<file path="config.mk">
export PLATFORM = sky130hd
export DESIGN_NAME = syscall_unit
export DESIGN_NICKNAME = d
export VERILOG_FILES = /design/src/rtl/syscall_unit_pkg.sv /design/src/rtl/syscall_unit.sv
export SDC_FILE = /design/constraint.sdc
export NUM_CORES = 1
export LEC_CHECK = 0
export BUFFER_PORTS_ARGS = -buffer_cell sky130_fd_sc_hd__buf_2
export CORE_ASPECT_RATIO = 1.1
export CORE_MARGIN = 3
export CORE_UTILIZATION = 45
export CTS_BUF_LIST = sky130_fd_sc_hd__clkbuf_8 sky130_fd_sc_hd__clkbuf_16
export DETAILED_ROUTE_END_ITERATION = 10
export PLACE_DENSITY = 0.7
export SYNTH_ARGS = -nofsm -noshare
export SYNTH_HDL_FRONTEND = slang
export SYNTH_SLANG_ARGS = --single-unit
</file>
<file path="constraint.sdc">
create_clock -name clk -period 3.9 [get_ports clk]
set_input_delay 0.195 -clock clk [delete_from_list [all_inputs] [get_ports clk]]
set_output_delay 0.195 -clock clk [all_outputs]
set_load 0.05 [all_outputs]
</file>
<file path="src/rtl/syscall_unit_pkg.sv">
// rtl/syscall_unit_pkg.sv - service codes, FSM states and output-kind constants for syscall_unit
package syscall_unit_pkg;

   localparam logic [31:0] SYS_PRINT_INT = 32'd1;
   localparam logic [31:0] SYS_PRINT_STR = 32'd4;
   localparam logic [31:0] SYS_EXIT      = 32'd10;
   localparam logic [31:0] SYS_PRINT_CHR = 32'd11;

   localparam logic OUT_KIND_CHR = 1'b0;
   localparam logic OUT_KIND_INT = 1'b1;

   typedef enum logic [2:0] {
      ST_IDLE     = 3'd0,
      ST_EMIT_INT = 3'd1,
      ST_EMIT_CHR = 3'd2,
      ST_FETCH    = 3'd3,
      ST_EMIT_STR = 3'd4,
      ST_HALT     = 3'd5
   } state_e;

endpackage

</file>
<file path="src/rtl/syscall_unit.sv">
// rtl/syscall_unit.sv - MIPS SYSCALL engine: print_int/char/string, exit; stalls the core while busy.
module syscall_unit
   import syscall_unit_pkg::*;
#(
   parameter int unsigned MAX_STR_LEN = 256
)
(
   input  logic        clk,
   input  logic        reset,
   input  logic        syscall,
   input  logic [31:0] v0,
   input  logic [31:0] a0,
   output logic        mem_req,
   output logic [31:0] mem_addr,
   input  logic        mem_ack,
   input  logic [7:0]  mem_rdata,
   output logic        out_valid,
   output logic        out_kind,
   output logic [31:0] out_data,
   input  logic        out_ready,
   output logic        stall,
   output logic        done,
   output logic        halted,
   output logic        err
);

   state_e      state_q, state_d;
   logic [31:0] ptr_q, ptr_d;
   logic [31:0] ptr_inc;
   logic        mem_req_q, mem_req_d;
   logic [31:0] mem_addr_q, mem_addr_d;
   logic        out_valid_q, out_valid_d;
   logic        out_kind_q, out_kind_d;
   logic [31:0] out_data_q, out_data_d;
   logic        done_q, done_d;
   logic        err_q, err_d;
   logic        halted_q, halted_d;
`ifdef SYSCALL_LEN_LIMIT_EN
   logic [31:0] cnt_q, cnt_d;
`endif

   assign ptr_inc = ptr_q + 32'd1;

   always_comb begin
      state_d     = state_q;
      ptr_d       = ptr_q;
      mem_req_d   = mem_req_q;
      mem_addr_d  = mem_addr_q;
      out_valid_d = out_valid_q;
      out_kind_d  = out_kind_q;
      out_data_d  = out_data_q;
      done_d      = 1'b0;
      err_d       = 1'b0;
      halted_d    = halted_q;
`ifdef SYSCALL_LEN_LIMIT_EN
      cnt_d       = cnt_q;
`endif
      case (state_q)
         ST_IDLE: begin
            if (syscall) begin
               case (v0)
                  SYS_PRINT_INT: begin
                     state_d     = ST_EMIT_INT;
                     out_valid_d = 1'b1;
                     out_kind_d  = OUT_KIND_INT;
                     out_data_d  = a0;
                  end
                  SYS_PRINT_CHR: begin
                     state_d     = ST_EMIT_CHR;
                     out_valid_d = 1'b1;
                     out_kind_d  = OUT_KIND_CHR;
                     out_data_d  = {24'b0, a0[7:0]};
                  end
                  SYS_PRINT_STR: begin
                     state_d    = ST_FETCH;
                     ptr_d      = a0;
                     mem_req_d  = 1'b1;
                     mem_addr_d = a0;
`ifdef SYSCALL_LEN_LIMIT_EN
                     cnt_d      = 32'd0;
`endif
                  end
                  SYS_EXIT: begin
                     state_d  = ST_HALT;
                     halted_d = 1'b1;
                  end
                  default: begin
                     err_d  = 1'b1;
                     done_d = 1'b1;
                  end
               endcase
            end
         end
         ST_EMIT_INT, ST_EMIT_CHR: begin
            if (out_ready) begin
               state_d     = ST_IDLE;
               out_valid_d = 1'b0;
               out_kind_d  = OUT_KIND_CHR;
               out_data_d  = 32'd0;
               done_d      = 1'b1;
            end
         end
         ST_FETCH: begin
            if (mem_ack) begin
               mem_req_d  = 1'b0;
               mem_addr_d = 32'd0;
               if (mem_rdata == 8'h00) begin
                  state_d = ST_IDLE;
                  done_d  = 1'b1;
               end else begin
                  state_d     = ST_EMIT_STR;
                  out_valid_d = 1'b1;
                  out_kind_d  = OUT_KIND_CHR;
                  out_data_d  = {24'b0, mem_rdata};
               end
            end
         end
         ST_EMIT_STR: begin
            if (out_ready) begin
               out_valid_d = 1'b0;
               out_data_d  = 32'd0;
               ptr_d       = ptr_inc;
`ifdef SYSCALL_LEN_LIMIT_EN
               cnt_d       = cnt_q + 32'd1;
               if (cnt_q + 32'd1 == MAX_STR_LEN) begin
                  state_d = ST_IDLE;
                  err_d   = 1'b1;
                  done_d  = 1'b1;
               end else begin
                  state_d    = ST_FETCH;
                  mem_req_d  = 1'b1;
                  mem_addr_d = ptr_inc;
               end
`else
               state_d    = ST_FETCH;
               mem_req_d  = 1'b1;
               mem_addr_d = ptr_inc;
`endif
            end
         end
         ST_HALT: begin
            halted_d = 1'b1;
         end
         default: begin
            state_d = ST_IDLE;
         end
      endcase
   end

   always_ff @(posedge clk) begin
      if (reset) begin
         state_q     <= ST_IDLE;
         ptr_q       <= 32'd0;
         mem_req_q   <= 1'b0;
         mem_addr_q  <= 32'd0;
         out_valid_q <= 1'b0;
         out_kind_q  <= 1'b0;
         out_data_q  <= 32'd0;
         done_q      <= 1'b0;
         err_q       <= 1'b0;
         halted_q    <= 1'b0;
`ifdef SYSCALL_LEN_LIMIT_EN
         cnt_q       <= 32'd0;
`endif
      end else begin
         state_q     <= state_d;
         ptr_q       <= ptr_d;
         mem_req_q   <= mem_req_d;
         mem_addr_q  <= mem_addr_d;
         out_valid_q <= out_valid_d;
         out_kind_q  <= out_kind_d;
         out_data_q  <= out_data_d;
         done_q      <= done_d;
         err_q       <= err_d;
         halted_q    <= halted_d;
`ifdef SYSCALL_LEN_LIMIT_EN
         cnt_q       <= cnt_d;
`endif
      end
   end

   assign stall     = (syscall && (state_q == ST_IDLE)) || (state_q != ST_IDLE);
   assign mem_req   = mem_req_q;
   assign mem_addr  = mem_addr_q;
   assign out_valid = out_valid_q;
   assign out_kind  = out_kind_q;
   assign out_data  = out_data_q;
   assign done      = done_q;
   assign err       = err_q;
   assign halted    = halted_q;

endmodule

</file>
# Word-level counts from Yosys, hierarchy flattened

Index checks and enable logic that the tools add are counted.

Muxes and demuxes: 44
Shifts and indexed selects: 0
Order comparisons: 0
Multipliers: 0
Bitwise gates (word level): 2
Add/sub/neg operators: 1
Equal/unequal tests: 20
Reduce and logical (&&, ||, !) cells: 22
Div/mod/pow operators: 0

Operators with widths:

| cell                                                                    | number |
|---|---|
| 32-bit two-way mux                                                      | 8 |
| 32-bit case mux with 3 select lines                                     | 2 |
| 32-bit case mux with 2 select lines                                     | 2 |
| 32-bit by 4-bit equality test with 1-bit output (second input constant) | 2 |
| 32-bit by 1-bit adder with 32-bit output (second input constant)        | 1 |
| 32-bit by 1-bit equality test with 1-bit output (second input constant) | 1 |
| 32-bit by 3-bit equality test with 1-bit output (second input constant) | 1 |
| 6-bit AND reduction                                                     | 4 |
| 1-bit two-way mux                                                       | 19 |
| 3-bit two-way mux                                                       | 5 |
| 3-bit case mux with 5 select lines                                      | 1 |
| 2-bit != test (second input constant)                                   | 6 |
| 1-bit case mux with 3 select lines                                      | 4 |
| 3-bit case mux with 4 select lines                                      | 1 |
| 3-bit nonzero test                                                      | 4 |
| 8-bit zero test                                                         | 1 |
| 3-bit by 2-bit equality test with 1-bit output (second input constant)  | 2 |
| 3-bit equality test (second input constant)                             | 2 |
| 2-bit by 1-bit != test with 1-bit output (second input constant)        | 3 |
| 2-bit OR reduction                                                      | 3 |
| 5-bit by 1-bit != test with 1-bit output (second input constant)        | 1 |
| 5-bit AND reduction                                                     | 1 |
| 1-bit case mux with 2 select lines                                      | 2 |
| 4-bit AND reduction                                                     | 1 |
| 10 further kinds                                                        | 12 |

Bits in writable memories: 0
Memory bits (read-only): 0
Memories: 0
Register bits after elaboration: 105
Output and inout bits: 71
Bits in latches: 0
Input port bits: 77
Word-level logic and storage cells: 99

# Depth between registers and ports, before layout

Depth after elaboration: 5
Mapped depth: 9
Depth with buffers taken out: 7

# Worst setup path after synthesis

OpenSTA, ideal clock, no wires.

Path kind: register to register
Start point: register ptr_q[13]
End point: register mem_addr_q[29], in the netlist mem_addr[29]
Library setup time: 0.123 ns
Required time: 3.777 ns
Path slack: 1.591 ns
Arrival time: 2.187 ns
Buffers on the path: 2
Period minus slack after synthesis: 2.309 ns
Stages on the path, launching flop included: 9
Path through: dfxtp_1 > buf_2 > nand2_1 > or4_4 > buf_6 > or4_4 > xnor2_2 > a221oi_1 > nor2_1

Longest elaborated chain between the ends: 3

RTL lines:

| item                                     | line                | source |
|---|---|---|
| from (decl)                              | syscall_unit.sv:28  | `logic [31:0] ptr_q, ptr_d;` |
| from (signal assigned)                   | syscall_unit.sv:167 | `ptr_q <= ptr_d;` |
| 32-bit by 1-bit adder with 32-bit output | syscall_unit.sv:42  | `assign ptr_inc = ptr_q + 32'd1;` |
| 32-bit two-way mux                       | syscall_unit.sv:119 | `if (out_ready) begin` |
| 32-bit case mux with 3 select lines      | syscall_unit.sv:58  | `case (state_q)` |
| to (signal assigned)                     | syscall_unit.sv:169 | `mem_addr_q <= mem_addr_d;` |
| to (decl)                                | syscall_unit.sv:31  | `logic [31:0] mem_addr_q, mem_addr_d;` |

No other way between the ends. The select of a mux whose other input is x is not followed.
A chain may end at the register's enable or synchronous reset.

# Final worst setup path

Start point: register state_q[2]
End point: register mem_addr_q[7], in the netlist mem_addr[7]

Longest elaborated chain between the ends: 3
Elaborated cells between the ends (all ways): 10
Those cells by class: 6 x eq/ne; 1 x mux; 3 x reduce/logical

RTL lines:

| item                                                   | line                | source |
|---|---|---|
| from (decl)                                            | syscall_unit.sv:27  | `state_e state_q, state_d;` |
| from (signal assigned)                                 | syscall_unit.sv:166 | `state_q <= state_d;` |
| 3-bit equality test (tied with other cells)            | syscall_unit.sv:58  |  |
| 2-bit != test (no source line) (tied with other cells) | --                  |  |
| 5-bit AND reduction (no source line)                   | --                  |  |

Parallel ways exist; a longest one is shown, timed or not.

==> flow_metrics.env <==
export IMPL_critical_path_top_delay_family="simple AND/OR/NAND/NOR gates"
export IMPL_rrSetupSlack_ns=1.18
export IMPL_startpoint_type="register"
export IMPL_placed_area_um2=6240
export IMPL_grt_start_max_net_pins=47
export IMPL_cts_made_buffers=9
export IMPL_setup_tns_ns=0
export IMPL_yosys_warnings=0
export IMPL_diodes=0
export IMPL_first_pass_iters=5
export IMPL_synth_top_family_by_area="simple AND/OR/NAND/NOR gates"
export IMPL_grt_pass1_vias=5413
export IMPL_numPortBuffers=147
export IMPL_rows=41
export IMPL_grt_pass1_wl_mm=26.3
export IMPL_hold_viol=0
export IMPL_die_x_um=111
export IMPL_totalWireLength_mm=16.2
export IMPL_yosys_area_share_simple_pct=26.7
export IMPL_finalWeightedCongestion=0.888
export IMPL_cts_root_buf="clkbuf_16"
export IMPL_critPathKind="reg2reg"
export IMPL_grt_busiest_layer="met2"
export IMPL_ys_types=60
export IMPL_yosys_area_share_adder_pct=0.230
export IMPL_rsz0062_at_grt="false"
export IMPL_grt_overflow=0
export IMPL_syn_inst=705
export IMPL_netSwitchingFraction_pct=23.3
export IMPL_synth_top_area_share_pct=38.6
export IMPL_cts_hold_buf=0
export IMPL_seqPwrFrac_pct=52.5
export IMPL_regToRegEndpoint="mem_addr[7]"
export IMPL_vdd_ir_drop_max_v=0.000262
export IMPL_critical_path_depth=7
export IMPL_max_stage_delay_ns=0.72
export IMPL_power_switching_mw=0.477
export IMPL_async_flop_share_pct=0
export IMPL_layout_min_cycle_time_ns=2.72
export IMPL_gr_usage_met1_pct=29.8
export IMPL_p_leak_nw=2.55
export IMPL_cp_arrival_ns=2.98
export IMPL_vias=5779
export IMPL_cts_tree="built"
export IMPL_clk_latency_ns=0.35
export IMPL_crit_path_cell_trace="nor3b_2 -> nand2_1 -> o21ai_0 -> and2_1 -> buf_4 -> nor2_1 -> a211oi_1"
export IMPL_dp_hpwl_mm=11.6
export IMPL_grt_use_met3_pct=3.99
export IMPL_synthTopCellsByArea="dfxtp_1, nand2_1, o21ai_0, a21oi_1, nand3_1"
export IMPL_yosysSeqAreaShare_pct=38.6
export IMPL_crit_buf_inv=1
export IMPL_yosysMostFrequentCell="nand2_1"
export IMPL_power_frac_comb_pct=6.1
export IMPL_drive_above_1_share_pct=23.5
export IMPL_hp_start="a0[8]"
export IMPL_io_pins=148
export IMPL_syn_to_final_growth_pct=19.6
export IMPL_cp_max_fo=22
export IMPL_ys_ff_latch=105
export IMPL_cts_resized=0
export IMPL_die_area_um2=13500
export IMPL_fillers=1069
export IMPL_muxShareOfSynthArea_pct=0.757
export IMPL_synth_fp_nets=783
export IMPL_grt_use_total_pct=23.5
export IMPL_synth_edff_count=0
export IMPL_die_h_um=121
export IMPL_synthesis_area_um2=5450
export IMPL_rr_startpoint="state_q[2]"
export IMPL_p_int_mw=1.57
export IMPL_fin_skew_ns=0.00688
export IMPL_timing_final_max_slew_violations=0
export IMPL_fin_crit_sh_pct=69.8
export IMPL_via_per_inst=5.94
export IMPL_clk_pin_slew_ns=0.07
export IMPL_clock_fmax_ghz=0.367
export IMPL_synth_compound_area_share_pct=24.2
export IMPL_max_slew_margin_rel_pct=39.3
export IMPL_synth_top_area_cell="dfxtp_1"
export IMPL_setup_violations=0
export IMPL_ff2ff_path_depth=7
export IMPL_clock_sinks=105
export IMPL_synth_avg_cell_area_um2=7.73
export IMPL_hold_class="in2reg"
export IMPL_drtIter0Drc=578
export IMPL_synthXorXnorAreaFrac_pct=4.48
export IMPL_yosys_most_used_dff="dfxtp_1"
export IMPL_cp_required_ns=4.16
export IMPL_start_util_pct=46.8
export IMPL_startpoint="state_q[2]"
export IMPL_post_route_cell_area_um2=6520
export IMPL_fin_nets=896
export IMPL_drcViolationCount=0
export IMPL_htreeDepth=3
export IMPL_postCtsSetupRepairBufs=0
export IMPL_cts_buffer_depth=2
export IMPL_maxCapViolations=0
export IMPL_outcome="completed"
export IMPL_antenna_left=0
export IMPL_crit_end="mem_addr[7]"
export IMPL_final_cell_count_no_fill=973
export IMPL_slowest_stage="dfxtp_1"
export IMPL_clkPwrFrac_pct=41.4
export IMPL_worst_pin_slew_ns=0.903
export IMPL_post_drt_wl_per_cell_um=16.6
export IMPL_grt_use_met2_pct=38.9
export IMPL_dp_cells=957
export IMPL_end_kind="register"
export IMPL_fp_coreArea_um2=11600
export IMPL_synth_commonest_cells="nand2_1, dfxtp_1, o21ai_0"
export IMPL_antenna_found_initial=0
export IMPL_power_density_nw_per_um2=314
## worst min-delay path by stage
stage | to | slack (ns) | depth (start not counted)
global route | out_data[18] | 0.11 | 3
global placement | out_data[21] | 0.44 | 3
CTS | out_data[10] | 0.09 | 3
floorplan | out_data[10] | 0.33 | 2
finish | out_data[8] | 0.1 | 3
detailed placement | out_data[13] | 0.45 | 2
## registers in the layout, summed over array words and instances (netlist names), 3 cells and up
register and cells:
out_data 32, state_q 3, mem_addr 32, ptr_q 32
## placed cells by master (no fill, tap or decap), types with 6 or more instances in the layout
cell | netlist | layout
a211oi_1 | 14 | 13
a21oi_1 | 57 | 57
a221oi_1 | 7 | 7
a22oi_1 | 13 | 13
a31oi_1 | 17 | 17
and4_1 | 6 | 6
buf_2 | 20 | 147
buf_4 | 0 | 13
clkbuf_16 | 0 | 9
dfxtp_1 | 105 | 105
inv_1 | 6 | 8
nand2_1 | 112 | 112
nand3_1 | 46 | 46
nand4_1 | 11 | 11
nor2_1 | 43 | 43
nor3_1 | 16 | 16
nor4_1 | 15 | 15
o21ai_0 | 64 | 64
o32ai_1 | 8 | 8
xnor2_1 | 16 | 16
xor2_1 | 10 | 10
## logic make-up after synthesis
logic type                 count (synthesis)
and+or+nand+nor                          291
AOI/OAI and AO/OA                        212
DFF                                      105
buffers and inverters                     65
xor gates and xnor gates                  27
muxes                                      4
adders and majority gates                  1
## layer usage
| layer | up-vias | routed length [µm] |
|---|---|---|
| li1 | 2810 | - |
| met3 | 30 | 1060 |
| met5 | - | 0 |
| met1 | 2701 | 6890 |
| met4 | 0 | 428 |
| met2 | 238 | 7810 |
## area by class of cell
class	count	area, µm²	area share [%]
repair buffers	160	833	12.8
well taps	150	188	2.88
clock inverters	6	36.3	0.557
clock buffers	10	239	3.67
flip-flops and latches	105	2100	32.2
inverters	7	26.3	0.403
multi-input cells	535	3100	47.5
## metrics by stage
stage	util [%]	worst slack [ns]	power (mW)	hold WS, ns
after global routing	56.0	0.875	2.11	0.105
after detailed placement	53.6	1.22	1.22	0.449
after global placement	53.6	1.32	1.22	0.436
after floorplan	-	1.59	1.15	0.325
after CTS	56.0	1.22	2.06	0.0926
final	56.0	1.18	2.04	0.0992
## worst register-to-register path, delay by kind of cell (launching register included)
family | cells | cell delay, ns
and+or+nand+nor | 4 | 1.23
DFF | 1 | 0.72
AOI/OAI and AO/OA | 2 | 0.35
buffers and inverters | 1 | 0.34
## power by group through the flow
stage	Clock, mW	Sequential, mW	Combinational (mW)
global route	0.902	1.07	0.137
global placement	0	1.10	0.122
floorplan	0	1.10	0.0509
detailed placement	0	1.10	0.124
CTS	0.862	1.07	0.125
finish	0.847	1.07	0.126
No activity file was read; power rests on OpenSTA's default activity.
